===== src/rtl/ext_pkg.sv =====
// Shared constants for the load-data extender: size codes and skid-buffer
// occupancy states.
package ext_pkg;

   localparam logic [1:0] SZ_B = 2'd0;
   localparam logic [1:0] SZ_H = 2'd1;
   localparam logic [1:0] SZ_W = 2'd2;
   localparam logic [1:0] SZ_D = 2'd3;

   typedef enum logic [1:0] {
      ST_EMPTY = 2'd0,
      ST_ONE   = 2'd1,
      ST_TWO   = 2'd2
   } state_t;

endpackage


===== src/rtl/skid_buf.sv =====
// Two-entry valid/ready buffer with a registered in_ready; payload is opaque.
module skid_buf
   import ext_pkg::*;
#(
   parameter int WIDTH = 33
) (
   input  logic             clk,
   input  logic             rst,
   input  logic             in_valid,
   output logic             in_ready,
   input  logic [WIDTH-1:0] in_data,
   output logic             out_valid,
   input  logic             out_ready,
   output logic [WIDTH-1:0] out_data
);

   state_t           state;
   logic [WIDTH-1:0] skid;
   logic             acc;
   logic             pop;

   assign acc = in_valid & in_ready;
   assign pop = out_valid & out_ready;

   // out_data always holds the oldest beat; skid only fills from ONE with no pop
   always_ff @(posedge clk) begin
      if (rst) begin
         state     <= ST_EMPTY;
         out_valid <= 1'b0;
         in_ready  <= 1'b1;
         out_data  <= '0;
         skid      <= '0;
      end else begin
         case (state)
            ST_EMPTY: begin
               if (acc) begin
                  out_data  <= in_data;
                  out_valid <= 1'b1;
                  state     <= ST_ONE;
               end
            end
            ST_ONE: begin
               if (acc && pop) begin
                  out_data <= in_data;
               end else if (acc) begin
                  skid     <= in_data;
                  in_ready <= 1'b0;
                  state    <= ST_TWO;
               end else if (pop) begin
                  out_valid <= 1'b0;
                  state     <= ST_EMPTY;
               end
            end
            ST_TWO: begin
               if (pop) begin
                  out_data <= skid;
                  in_ready <= 1'b1;
                  state    <= ST_ONE;
               end
            end
            default: begin
               state     <= ST_EMPTY;
               out_valid <= 1'b0;
               in_ready  <= 1'b1;
            end
         endcase
      end
   end

endmodule


===== src/rtl/sign_ext_pipe.sv =====
// Streaming load-data extender: extracts a sized field at a byte offset,
// sign/zero-extends it and flags bad descriptors, then buffers the result.
module sign_ext_pipe
   import ext_pkg::*;
#(
   parameter int DATA_W = 32,
   parameter int SIZE_W = 2,
   parameter int OFF_W  = $clog2(DATA_W / 8)
) (
   input  logic              clk,
   input  logic              rst,
   input  logic              in_valid,
   output logic              in_ready,
   input  logic [DATA_W-1:0] in_data,
   input  logic [SIZE_W-1:0] in_size,
   input  logic [OFF_W-1:0]  in_off,
   input  logic              in_signed,
   output logic              out_valid,
   input  logic              out_ready,
   output logic [DATA_W-1:0] out_data,
   output logic              out_err
);

   localparam int unsigned DW = DATA_W;

   int unsigned       fw;
   int unsigned       off_b;
   logic [DATA_W-1:0] sh;
   logic [DATA_W-1:0] ext;
   logic              sbit;
   logic              err;

   always_comb begin
      off_b = 32'(in_off) * 32'd8;
      fw    = 32'd8 << in_size;
      sh    = in_data >> off_b;
      sbit  = 1'b0;
      for (int unsigned i = 0; i < DW; i++) begin
         if (i + 1 == fw) sbit = sh[i];
      end
      // fields at least as wide as the word never enter the fill loop
      ext = sh;
      for (int unsigned i = 0; i < DW; i++) begin
         if (i >= fw) ext[i] = sbit & in_signed;
      end
      err = (fw > DW)
         || ((32'(in_off) & ((fw >> 3) - 32'd1)) != 32'd0)
         || (off_b + fw > DW);
   end

   skid_buf #(
      .WIDTH(DATA_W + 1)
   ) u_skid (
      .clk      (clk),
      .rst      (rst),
      .in_valid (in_valid),
      .in_ready (in_ready),
      .in_data  ({err, ext}),
      .out_valid(out_valid),
      .out_ready(out_ready),
      .out_data ({out_err, out_data})
   );

endmodule


===== config.mk =====
export PLATFORM = sky130hd
export DESIGN_NAME = sign_ext_pipe
export DESIGN_NICKNAME = d
export VERILOG_FILES = /design/src/rtl/ext_pkg.sv /design/src/rtl/skid_buf.sv /design/src/rtl/sign_ext_pipe.sv
export SDC_FILE = /design/constraint.sdc
export NUM_CORES = 1
export LEC_CHECK = 0
export ABC_AREA = 1
export BUFFER_PORTS_ARGS = -buffer_cell sky130_fd_sc_hd__buf_2
export CAP_MARGIN = 20
export CORE_MARGIN = 2
export CORE_UTILIZATION = 29
export CTS_CLUSTER_DIAMETER = 80
export DETAILED_ROUTE_END_ITERATION = 8
export HOLD_SLACK_MARGIN = 0.03
export SYNTH_ARGS = -nofsm -noshare
export SYNTH_HDL_FRONTEND = slang
export SYNTH_SLANG_ARGS = --single-unit
export TNS_END_PERCENT = 100

===== constraint.sdc =====
create_clock -name clk -period 2.7 [get_ports clk]
set_input_delay 0.675 -clock clk [delete_from_list [all_inputs] [get_ports clk]]
set_output_delay 0.675 -clock clk [all_outputs]
set_load 0.02 [all_outputs]

==> out/results.ini, run 1 <==
[clock_network]
hold_buffers=0
clkTransAtPathRegs_ps=60
cts_tree=yes
cts.path.max_buffers=2
cts_setup_buffers=0
clock_latency_ps=330
htreeDepth=3
numCtsBuffers=9
cts_sinks=70
cts-resized-gates=0
cts_root_buf=clkbuf_16

[yosys]
ys_seq_elements=70
yosysMostFrequentCell=nand2_1
yosysTopAreaCell=dfxtp_1
synth_cell_types=31
synth-compound-area-share_pct=29.23
async_flop_share_pct=0
ys_seq_area_share_pct=37.58
synth_top_family_by_area=compound AO/OA/AOI/OAI gates
synth_area_per_cell_um2=6.930
synthFlopType=dfxtp_1
yosysWarnings=0
syn_nets=583
synth.area.mux_share_pct=0
synthAdderAreaFrac_pct=1.544
synth_xor_area_share_pct=0
yosys-top-cells-area=dfxtp_1, nand2_1, a21oi_1, o21ai_1, o21bai_1
postSynthCellCount=538
synth_area_mm2=0.003729
ys_top_cells_by_count=nand2_1, a21oi_1, dfxtp_1
synth_edf_count=0
yosysTopAreaCellShare_pct=37.58
yosys.area_share.simple_pct=21.51

[global_route]
grt_pass1_vias=3743
grt_start_max_net_pins=43
grt_first_pass_wirelength_um=18980
antenna_found_initial=0
overflow=0
grt_usage_pct=16.91

[power_and_ir_drop]
p_per_area_mw_per_mm2=773.0
power_frac_seq_pct=37.8
p_sw_w=0.001248
power.leakage_nw=2.249
internal_power_w=0.002232
vdd_drop_max_v=0.0003608
combPwrFrac_pct=30.3
switching_share_pct=35.85
clkPwrFrac_pct=31.9
report.power.total_w=0.003480

[critical_path]
critPathSlowestCell=fa_1
r2r-end=u_skid.skid[25]
cp_max_fo=6
r2r-start=u_skid.state[0]
slowest_delay_ps=370
cp.arrival_ps=2110
regToRegSetupSlack_ps=950
start_kind=primary input
required_ps=2920
crit_type=in2reg
cp_common_cell=nand2_1
crit_path_end_kind=register
reg2reg_depth=9
cp_cell_sequence=buf_2 -> nor2_2 -> ha_1 -> inv_1 -> fa_1 -> or2_2 -> o211ai_1 -> nand2_1 -> nand2_1 -> a21oi_1

[timing]
setup-tns-final_ps=0
finalHoldViolations=0
drv_slew=0
slew_headroom_pct=56.38
finalCritPeriodShare_pct=70.03
period_minus_slack_ps=1891
fmax_ghz=0.5289
holdWs_ps=472.8
rsz0062_at_grt=no
skew_ps=7.403
tightestPinTransition_ps=653.4
finalSetupViolCount=0

[finish]
utilization_pct=35.82
drive_gt1_share_pct=22.22
num_antenna_cells=0
syn_to_final_growth_pct=20.74
fin_nets=643

[min_path]
hp-class=reg2reg
min_path_cells=2
hp-start=u_skid.skid[7]
hold_end=u_skid.skid[7]

[placement]
dp_hpwl_um=7822
place_congestion=0.8793
io_buffers=75

[floorplan]
core_area_mm2=0.01257
initial_core_util_pct=29.67
die_height_um=117.4
io_pins=76
row_count=41
chipWidth_um=117.4
die_area_mm2=0.01378

[routing]
route.vias.total=3809
drtIter0Drc=311
drt-pass1-iter-count=6
drt-wirelength-per-cell_um=14.89
via_per_inst=4.915
wl_um=11540
postRouteAntennaNets=0
drcViolationCount=0

[run_status]
status=complete, no violations

[flow_run]
max_cap_violations=0

## worst max-delay path, delay by kind of cell
kind            cells  cell delay [ps]
simple gates        4              540
buf+inv             2              190
compound gates      2              160
fa+ha+maj           2              540
## per-stage QoR
stage | std cells | area, um^2 | setup slack (ps)
after floorplan | 538 | 3729 | 510.9
after global routing | 775 | 4502 | 710.6
after detailed placement | 759 | 4214 | 462.6
final | 775 | 4502 | 809.3
after CTS | 775 | 4502 | 805.1
after global placement | 759 | 4214 | 493.5
## cells in the final DEF, fill, tap and decap left out, drive strengths merged, types with 4 or more instances in the layout
master    n
buf      86
nand3    21
o21ai    73
dfxtp    70
nor2     32
nand2   129
a21oi    85
clkbuf   12
o31ai     4
inv      46
o21bai   24
## worst max-delay path by stage
stage | slack, ps | start | cells past startpoint | to
6_report | 810 | in_size[1] | 10 | u_skid.out_data[32]
4_1_cts | 810 | in_size[1] | 10 | u_skid.out_data[32]
3_3_place_gp | 490 | in_size[1] | 10 | u_skid.out_data[32]
5_1_grt | 710 | in_valid | 9 | u_skid.out_data[19]
3_5_place_dp | 460 | in_size[1] | 10 | u_skid.out_data[32]
2_1_floorplan | 510 | in_size[0] | 9 | u_skid.out_data[32]
## sequential cells by signal, indices dropped and copies added (netlist names)
| signal | flops |
|---|---|
| u_skid.out_data | 33 |
| u_skid.skid | 33 |
| u_skid.state | 2 |
| u_skid.in_ready | 1 |
| u_skid.out_valid | 1 |
## cell type report
cell class                 instances  area, um^2
clock inverter                     4       31.28
sequential                        70        1401
fill                            1358        8066
timing repair buffer              86       470.5
multi-input combinational        384        1949
inverter                          47       177.7
clock buffer                      12       256.5
tap                              172       215.2
## power groups by stage
stage | clock network (W) | registers (W) | logic [W]
after CTS | 0.00113 | 0.00132 | 0.00106
after floorplan | 0 | 0.00147 | 0.000587
after global routing | 0.00118 | 0.00134 | 0.00117
final | 0.00111 | 0.00132 | 0.00105
after global placement | 0 | 0.00133 | 0.00104
after detailed placement | 0 | 0.00134 | 0.00105
## kinds of logic (layout without fill, tap and decap cells)
family,count (synthesis),count (layout)
compound gates,196,196
fa+ha+maj,4,4
buf+inv,84,149
flops,70,70
simple gates,184,184
## metal layers
metal,wire length (um),vias up,global-route usage [%]
met5,0,-,0
met4,238,0,6.476
met3,811,17,4.523
met2,5438,126,27.92
met1,5051,1764,21.03
li1,-,1902,-
Power figures use the tool's default switching activity.
==> inputs of run 2 (changes only) <==
--- a/config.mk
+++ b/config.mk
@@ -5,7 +5,7 @@
 export SDC_FILE = /design/constraint.sdc
 export NUM_CORES = 1
 export LEC_CHECK = 0
-export ABC_AREA = 1
+export ABC_AREA = 0
 export BUFFER_PORTS_ARGS = -buffer_cell sky130_fd_sc_hd__buf_2
 export CAP_MARGIN = 20
 export CORE_MARGIN = 2
==> constraint.sdc (replaced) <==
create_clock -name clk -period 1.8 [get_ports clk]
set_input_delay 0.45 -clock clk [delete_from_list [all_inputs] [get_ports clk]]
set_output_delay 0.45 -clock clk [all_outputs]
set_load 0.02 [all_outputs]
==> run 2 against run 1 <==
- the flow now finishes with violations (setup timing)
- clock power grew 76%
- design area grew 6.3%
- area after synthesis shrank 2.8%
- wire length shrank 2.6%
- sequential share of layout area shrank 1.8 points
- critical endpoint unchanged
- highest routed layer unchanged
==> out/results.ini, run 2 <==
[clock_network]
cts_tree=yes
hold_buffers=0  ; unchanged
cts_root_buf=clkbuf_16
cts_sinks=70  ; unchanged
clkTransAtPathRegs_ps=60  ; about the same
cts.path.max_buffers=2  ; unchanged
clock_latency_ps=330  ; about the same
numCtsBuffers=9  ; unchanged
htreeDepth=3  ; unchanged

[critical_path]
cp_max_fo=2  ; -4
r2r-end=u_skid.out_data[23]
crit_path_end_kind=register
crit_type=in2reg
reg2reg_depth=5  ; -4
start_kind=primary input
cp.arrival_ps=2190  ; +80 ps
regToRegSetupSlack_ps=130  ; -820 ps
r2r-start=u_skid.state[1]
required_ps=2000  ; -920 ps

[floorplan]
io_pins=76  ; unchanged
core_area_mm2=0.01211  ; -3.6%
die_area_mm2=0.01341  ; -2.7%
chipWidth_um=115.8  ; -1.3%
die_height_um=115.8  ; -1.3%
initial_core_util_pct=29.94  ; +0.27 points
row_count=40  ; -2.4%

[routing]
via_per_inst=5.293  ; +7.7%
drt-wirelength-per-cell_um=16.65  ; +12%
wl_um=11240  ; -2.6%
drcViolationCount=0  ; unchanged
route.vias.total=3573  ; -6.2%
drtIter0Drc=207  ; -33%
postRouteAntennaNets=0  ; unchanged
drt-pass1-iter-count=5  ; -1

[finish]
largestRegisters=u_skid.out_data (33), u_skid.skid (33), u_skid.state (2)
register_area_mm2=0.001401  ; unchanged
fin_nets=547  ; -15%
num_antenna_cells=0  ; unchanged
utilization_pct=39.51  ; +3.7 points
syn_to_final_growth_pct=31.99
fill_cells=1270  ; -6.5%
multi_input_area_mm2=0.002047  ; +5.0%
drive_gt1_share_pct=33.53  ; +11 points
final_cell_mix=buf_2, dfxtp_1, nand2_1
final_common_cell=buf_2

[global_route]
antenna_found_initial=0  ; unchanged
overflow=0  ; unchanged
grt_first_pass_wirelength_um=17880  ; -5.7%
grt_start_max_net_pins=29  ; -33%
grt_pass1_vias=3383  ; -9.6%
grt_usage_pct=17.03  ; +0.13 points

[power_and_ir_drop]
power.leakage_nw=1.856  ; -17%
switching_share_pct=29.19  ; -6.7 points
p_sw_w=0.001439  ; +15%
combPwrFrac_pct=23.6  ; -6.7 points
p_per_area_mw_per_mm2=1030  ; +33%
internal_power_w=0.003490  ; +56%
power_frac_seq_pct=36.9  ; -0.9 points
vdd_drop_max_v=0.0004451  ; +23%
clkPwrFrac_pct=39.5  ; +7.6 points

[timing]
setup-tns-final_ps=-369.3  ; -369.3 ps
finalSetupViolCount=2  ; +2
tightestPinTransition_ps=542.1  ; -111.3 ps
holdWs_ps=388.7  ; -84.10 ps
rsz0062_at_grt=yes
drv_slew=0  ; unchanged
slew_headroom_pct=63.70  ; +7.3 points
finalCritPeriodShare_pct=110.8
layout_setup_ws_ps=-193.7  ; -1003 ps
period_minus_slack_ps=1994
fmax_ghz=0.5016
skew_ps=7.553  ; +0.1501 ps
finalHoldViolations=0  ; unchanged

[yosys]
yosysMostFrequentCell=dfxtp_1
syn_nets=455  ; -22%
synth_cell_types=46  ; +48%
yosysTopAreaCellShare_pct=38.65  ; +1.1 points
synthFlopType=dfxtp_1
postSynthCellCount=410  ; -24%
synth_area_per_cell_um2=8.844  ; +28%
async_flop_share_pct=0  ; unchanged
synth_area_mm2=0.003626  ; -2.8%
yosys-top-cells-area=dfxtp_1, nand2_1, mux4_2, a211oi_1, a21oi_1
ys_seq_elements=70  ; unchanged
synth_edf_count=0  ; unchanged
yosysWarnings=0  ; unchanged
ys_top_cells_by_count=dfxtp_1, nand2_1, a21oi_1
yosysTopAreaCell=dfxtp_1
ys_seq_area_share_pct=38.65  ; +1.1 points

[placement]
io_buffers=75  ; unchanged
place_congestion=0.8225  ; -6.5%
dp_hpwl_um=8450  ; +8.0%

[run_status]
status=finished with violations
violations=setup timing

[min_path]
min_path_cells=2  ; unchanged
hp-class=in2reg
hp-start=out_ready
hold_end=u_skid.state[1]

[flow_run]
max_cap_violations=0  ; unchanged

==> run 2: changes by cell type after synthesis, sizes merged, moves of 10 or more <==
cell,change
a211oi,+21
a21oi,-53
a311oi,+14
buf,-10
clkbuf,+12
inv,-39
nand2,-68
nand3,-10
nor3,+14
o21ai,-69
o21bai,-24
o311ai,+16
or4,+16
==> run 2: area by class of cell <==
cell class | instances | share of cell area, %
Inverter | 7 | 0.5490
Sequential cell | 70 | 29.28
Tap cell | 168 | 4.392
Clock buffer | 11 | 5.281
Multi-Input combinational cell | 294 | 42.77
Timing Repair Buffer | 120 | 16.03
Clock inverter | 5 | 1.699
==> run 2: timing repair <==
| action | CTS | global route |
|---|---|---|
| endpoints found under the setup margin | 2 | 24 |
| endpoints found under the hold margin | 0 | 0 |
| pin swaps | 4 | 2 |
| buffers inserted | 1 | 0 |
| gates resized for setup | 6 | 2 |
| cloned | 0 | 0 |
==> run 2: how the worst max path moves through the flow <==
stage | startpoint | end | slack [ps] | cells past startpoint
floorplan | in_off[1] | u_skid.out_data[32] | -370 | 8
global placement | in_size[0] | u_skid.out_data[32] | -540 | 9
detailed placement | in_size[0] | u_skid.out_data[32] | -620 | 9
CTS | in_size[0] | u_skid.out_data[32] | -180 | 9
global route | in_size[0] | u_skid.out_data[32] | -270 | 9
finish | in_size[0] | u_skid.out_data[32] | -190 | 9
==> run 2: worst max-delay path, cell delays in order <==
cell and delay (ps):
buf_6 100, nor2_4 120, ha_4 150, inv_2 30
fa_1 470, nand2b_1 70, a221o_1 320, a221oi_2 330
o221ai_1 140
==> run 2: kinds of logic (layout without fill, tap and decap cells) <==
group / Yosys count / after routing / share of synthesized area (%)
AO/OA/AOI/OAI: 112 / 112 / 23.19
adder cells (fa/ha/maj): 4 / 4 / 1.587
buffers and inverters: 46 / 143 / 5.728
flip-flops: 70 / 70 / 38.65
multiplexers: 25 / 25 / 9.972
AND/OR/NAND/NOR: 153 / 153 / 20.88
==> run 2: through the flow <==
step                      instance area (um^2)  std cells  setup WS [ps]  power (W)
after detailed placement                  4410        658         -616.5   0.002999
final                                     4786        675         -193.7   0.004929
after global routing                      4786        675         -270.4   0.005152
after global placement                    4410        658         -535.4   0.002976
after floorplan                           3669        410         -366.1   0.002539
after CTS                                 4775        675         -183.3   0.004962
==> run 2: layer usage <==
| layer | GRT usage, % | part of all wire [%] | up-vias |
|---|---|---|---|
| li1 | - | - | 1732 |
| met2 | 28.73 | 49 | 106 |
| met1 | 22.53 | 45 | 1724 |
| met3 | 3.243 | 5.6 | 11 |
| met5 | 0 | 0 | - |
| met4 | 4.286 | 1.0 | 0 |
==> run 2: power groups by stage <==
stage / clock, W / combinational [W] / sequential, W
floorplan: 0 / 0.000575 / 0.00196
global placement: 0 / 0.00113 / 0.00185
detailed placement: 0 / 0.00115 / 0.00185
CTS: 0.00198 / 0.00116 / 0.00182
global route: 0.00205 / 0.00127 / 0.00184
finish: 0.00195 / 0.00116 / 0.00182
==> inputs of run 3 (changes only) <==
--- a/config.mk
+++ b/config.mk
@@ -13,6 +13,7 @@
 export CTS_CLUSTER_DIAMETER = 80
 export DETAILED_ROUTE_END_ITERATION = 8
 export HOLD_SLACK_MARGIN = 0.03
+export RECOVER_POWER = 25
 export SYNTH_ARGS = -nofsm -noshare
 export SYNTH_HDL_FRONTEND = slang
 export SYNTH_SLANG_ARGS = --single-unit
==> run 3 against run 2 <==
- the flow still finishes with violations (setup timing)
- sequential power about the same
- global-route usage unchanged
- maximum frequency about the same
- clock-buffer cell count unchanged
- sequential cell count unchanged
- non-clock buffer count unchanged
- die area unchanged
- via count down 0.34%
- worst hold slack better by 2.3 ps
- wire length down 0.24%
- setup slack better by 1.4 ps
- combinational power about the same
- critical path type unchanged
==> out/results.ini, run 3 (synthesis results as in run 2) <==
[critical_path]
start_kind=primary input
cp.arrival_ps=2190  ; about the same
reg2reg_depth=5  ; unchanged
slowest_delay_ps=470  ; about the same
r2r-end=u_skid.out_data[24]
regToRegSetupSlack_ps=100  ; -30 ps
crit_path_end_kind=register
r2r-start=u_skid.out_valid
required_ps=2000  ; about the same
crit_type=in2reg
critPathSlowestCell=fa_1
cp_cell_sequence=buf_6 -> nor2_4 -> ha_4 -> inv_2 -> fa_1 -> nand2b_1 -> a221o_1 -> a221oi_2 -> o221ai_1
cp_max_fo=2  ; unchanged

[flow_run]
max_cap_violations=0  ; unchanged

[routing]
route.vias.total=3561  ; -0.34%
drt-wirelength-per-cell_um=16.61  ; -0.24%
wl_um=11210  ; -0.24%
postRouteAntennaNets=0  ; unchanged
drt-pass1-iter-count=4  ; -1
drcViolationCount=0  ; unchanged
via_per_inst=5.276  ; -0.34%
drtIter0Drc=172  ; -17%

[finish]
stdcell_area_mm2=0.004750  ; -0.76%
largestRegisters=u_skid.out_data (33), u_skid.skid (33), u_skid.state (2)
num_antenna_cells=0  ; unchanged
final_common_cell=dfxtp_1
fin_cells=675  ; unchanged
drive_gt1_share_pct=28.60  ; -4.9 points
syn_to_final_growth_pct=30.99
fin_nets=547  ; unchanged
final_cell_mix=dfxtp_1, nand2_1, buf_2

[global_route]
grt_usage_pct=17.03  ; unchanged
grt_first_pass_wirelength_um=17880  ; unchanged
grt_pass1_vias=3383  ; unchanged
antenna_found_initial=0  ; unchanged
grt_start_max_net_pins=29  ; unchanged
overflow=0  ; unchanged

[floorplan]
core_area_mm2=0.01211  ; unchanged
io_pins=76  ; unchanged
die_height_um=115.8  ; unchanged
die_area_mm2=0.01341  ; unchanged
initial_core_util_pct=29.94  ; unchanged
chipWidth_um=115.8  ; unchanged
row_count=40  ; unchanged

[clock_network]
htreeDepth=3  ; unchanged
cts_sinks=70  ; unchanged
cts.path.max_buffers=2  ; unchanged
hold_buffers=0  ; unchanged
numCtsBuffers=9  ; unchanged
cts_root_buf=clkbuf_16
cts_tree=yes
clkTransAtPathRegs_ps=60  ; about the same
clock_latency_ps=330  ; about the same

[timing]
drv_slew=0  ; unchanged
finalSetupViolCount=2  ; unchanged
layout_setup_ws_ps=-192.3  ; +1.388 ps
period_minus_slack_ps=1992  ; -1.388 ps
skew_ps=7.027  ; -0.5265 ps
fmax_ghz=0.5019  ; about the same
finalCritPeriodShare_pct=110.7  ; about the same
finalHoldViolations=0  ; unchanged
slew_headroom_pct=57.68  ; -6.0 points
holdWs_ps=390.9  ; +2.275 ps
rsz0062_at_grt=yes
tightestPinTransition_ps=634.8  ; +92.67 ps

[power_and_ir_drop]
power_frac_seq_pct=37.1  ; +0.2 points
combPwrFrac_pct=23.2  ; -0.4 points
clkPwrFrac_pct=39.7  ; +0.2 points
p_per_area_mw_per_mm2=1034  ; +0.41%
power.leakage_nw=1.762  ; -5.1%
vdd_drop_max_v=0.0004453  ; about the same
internal_power_w=0.003467  ; -0.68%
p_sw_w=0.001445  ; +0.44%
switching_share_pct=29.42  ; +0.23 points

[placement]
io_buffers=75  ; unchanged
preCtsSetupSlack_ps=-616.5  ; unchanged
dp_hpwl_um=8450  ; unchanged
place_congestion=0.8225  ; unchanged
dp_cells=658  ; unchanged
place_area_mm2=0.004410  ; unchanged

[run_status]
violations=setup timing
status=finished with violations

[min_path]
hp-start=out_ready
hold_end=u_skid.state[1]
hp-class=in2reg
min_path_cells=2  ; unchanged

==> run 3: area by class of cell <==
class | instances | area (um^2)
multi-input combinational | 294 | 2047
clock inverter | 5 | 81.33
timing repair buffer | 120 | 730.7
sequential | 70 | 1401
fill | 1279 | 7362
clock buffer | 11 | 252.7
tap | 168 | 210.2
inverter | 7 | 26.28
==> run 3: worst max-delay path by stage <==
stage               startpoint                  end  cells past startpoint  slack, ps
floorplan            in_off[1]  u_skid.out_data[32]                      8       -370
global placement    in_size[0]  u_skid.out_data[32]                      9       -540
detailed placement  in_size[0]  u_skid.out_data[32]                      9       -620
CTS                 in_size[0]  u_skid.out_data[32]                      9       -180
global route        in_size[0]  u_skid.out_data[32]                      9       -270
finish              in_size[0]  u_skid.out_data[32]                      9       -190
==> run 3: critical path, delay by kind of cell <==
family          cells  cell delay, ps
simple gates        2             190
fa+ha+maj           2             620
buf+inv             2             130
compound gates      3             790
==> run 3: layer usage <==
layer | wire [um] | track usage [%]
met4 | 101 | 4.286
met5 | 0 | 0
met2 | 5433 | 28.73
met3 | 618 | 3.243
met1 | 5058 | 22.53
==> run 3: what timing repair did <==
item / 4_1_cts / 5_1_grt
cloned: 0 / 0
setup buffers: 1 / 0
pin swaps: 4 / 2
resized for setup: 6 / 2
endpoints found under the setup margin: 2 / 24
==> run 3: power by group through the flow <==
stage,Clock [W],Sequential (W),Combinational [W]
finish,0.00195,0.00182,0.00114
global route,0.00205,0.00184,0.00124
floorplan,0,0.00196,0.000575
CTS,0.00198,0.00182,0.00116
detailed placement,0,0.00185,0.00115
global placement,0,0.00185,0.00113
==> run 3: metrics by stage <==
stage	power (W)	setup TNS, ps	utilization (%)
after floorplan	0.002539	-701.4	-
after global placement	0.002976	-9895	36.42
after detailed placement	0.002999	-10660	36.42
after CTS	0.004962	-345.7	39.42
after global routing	0.005131	-988.6	39.21
final	0.004912	-366.3	39.21
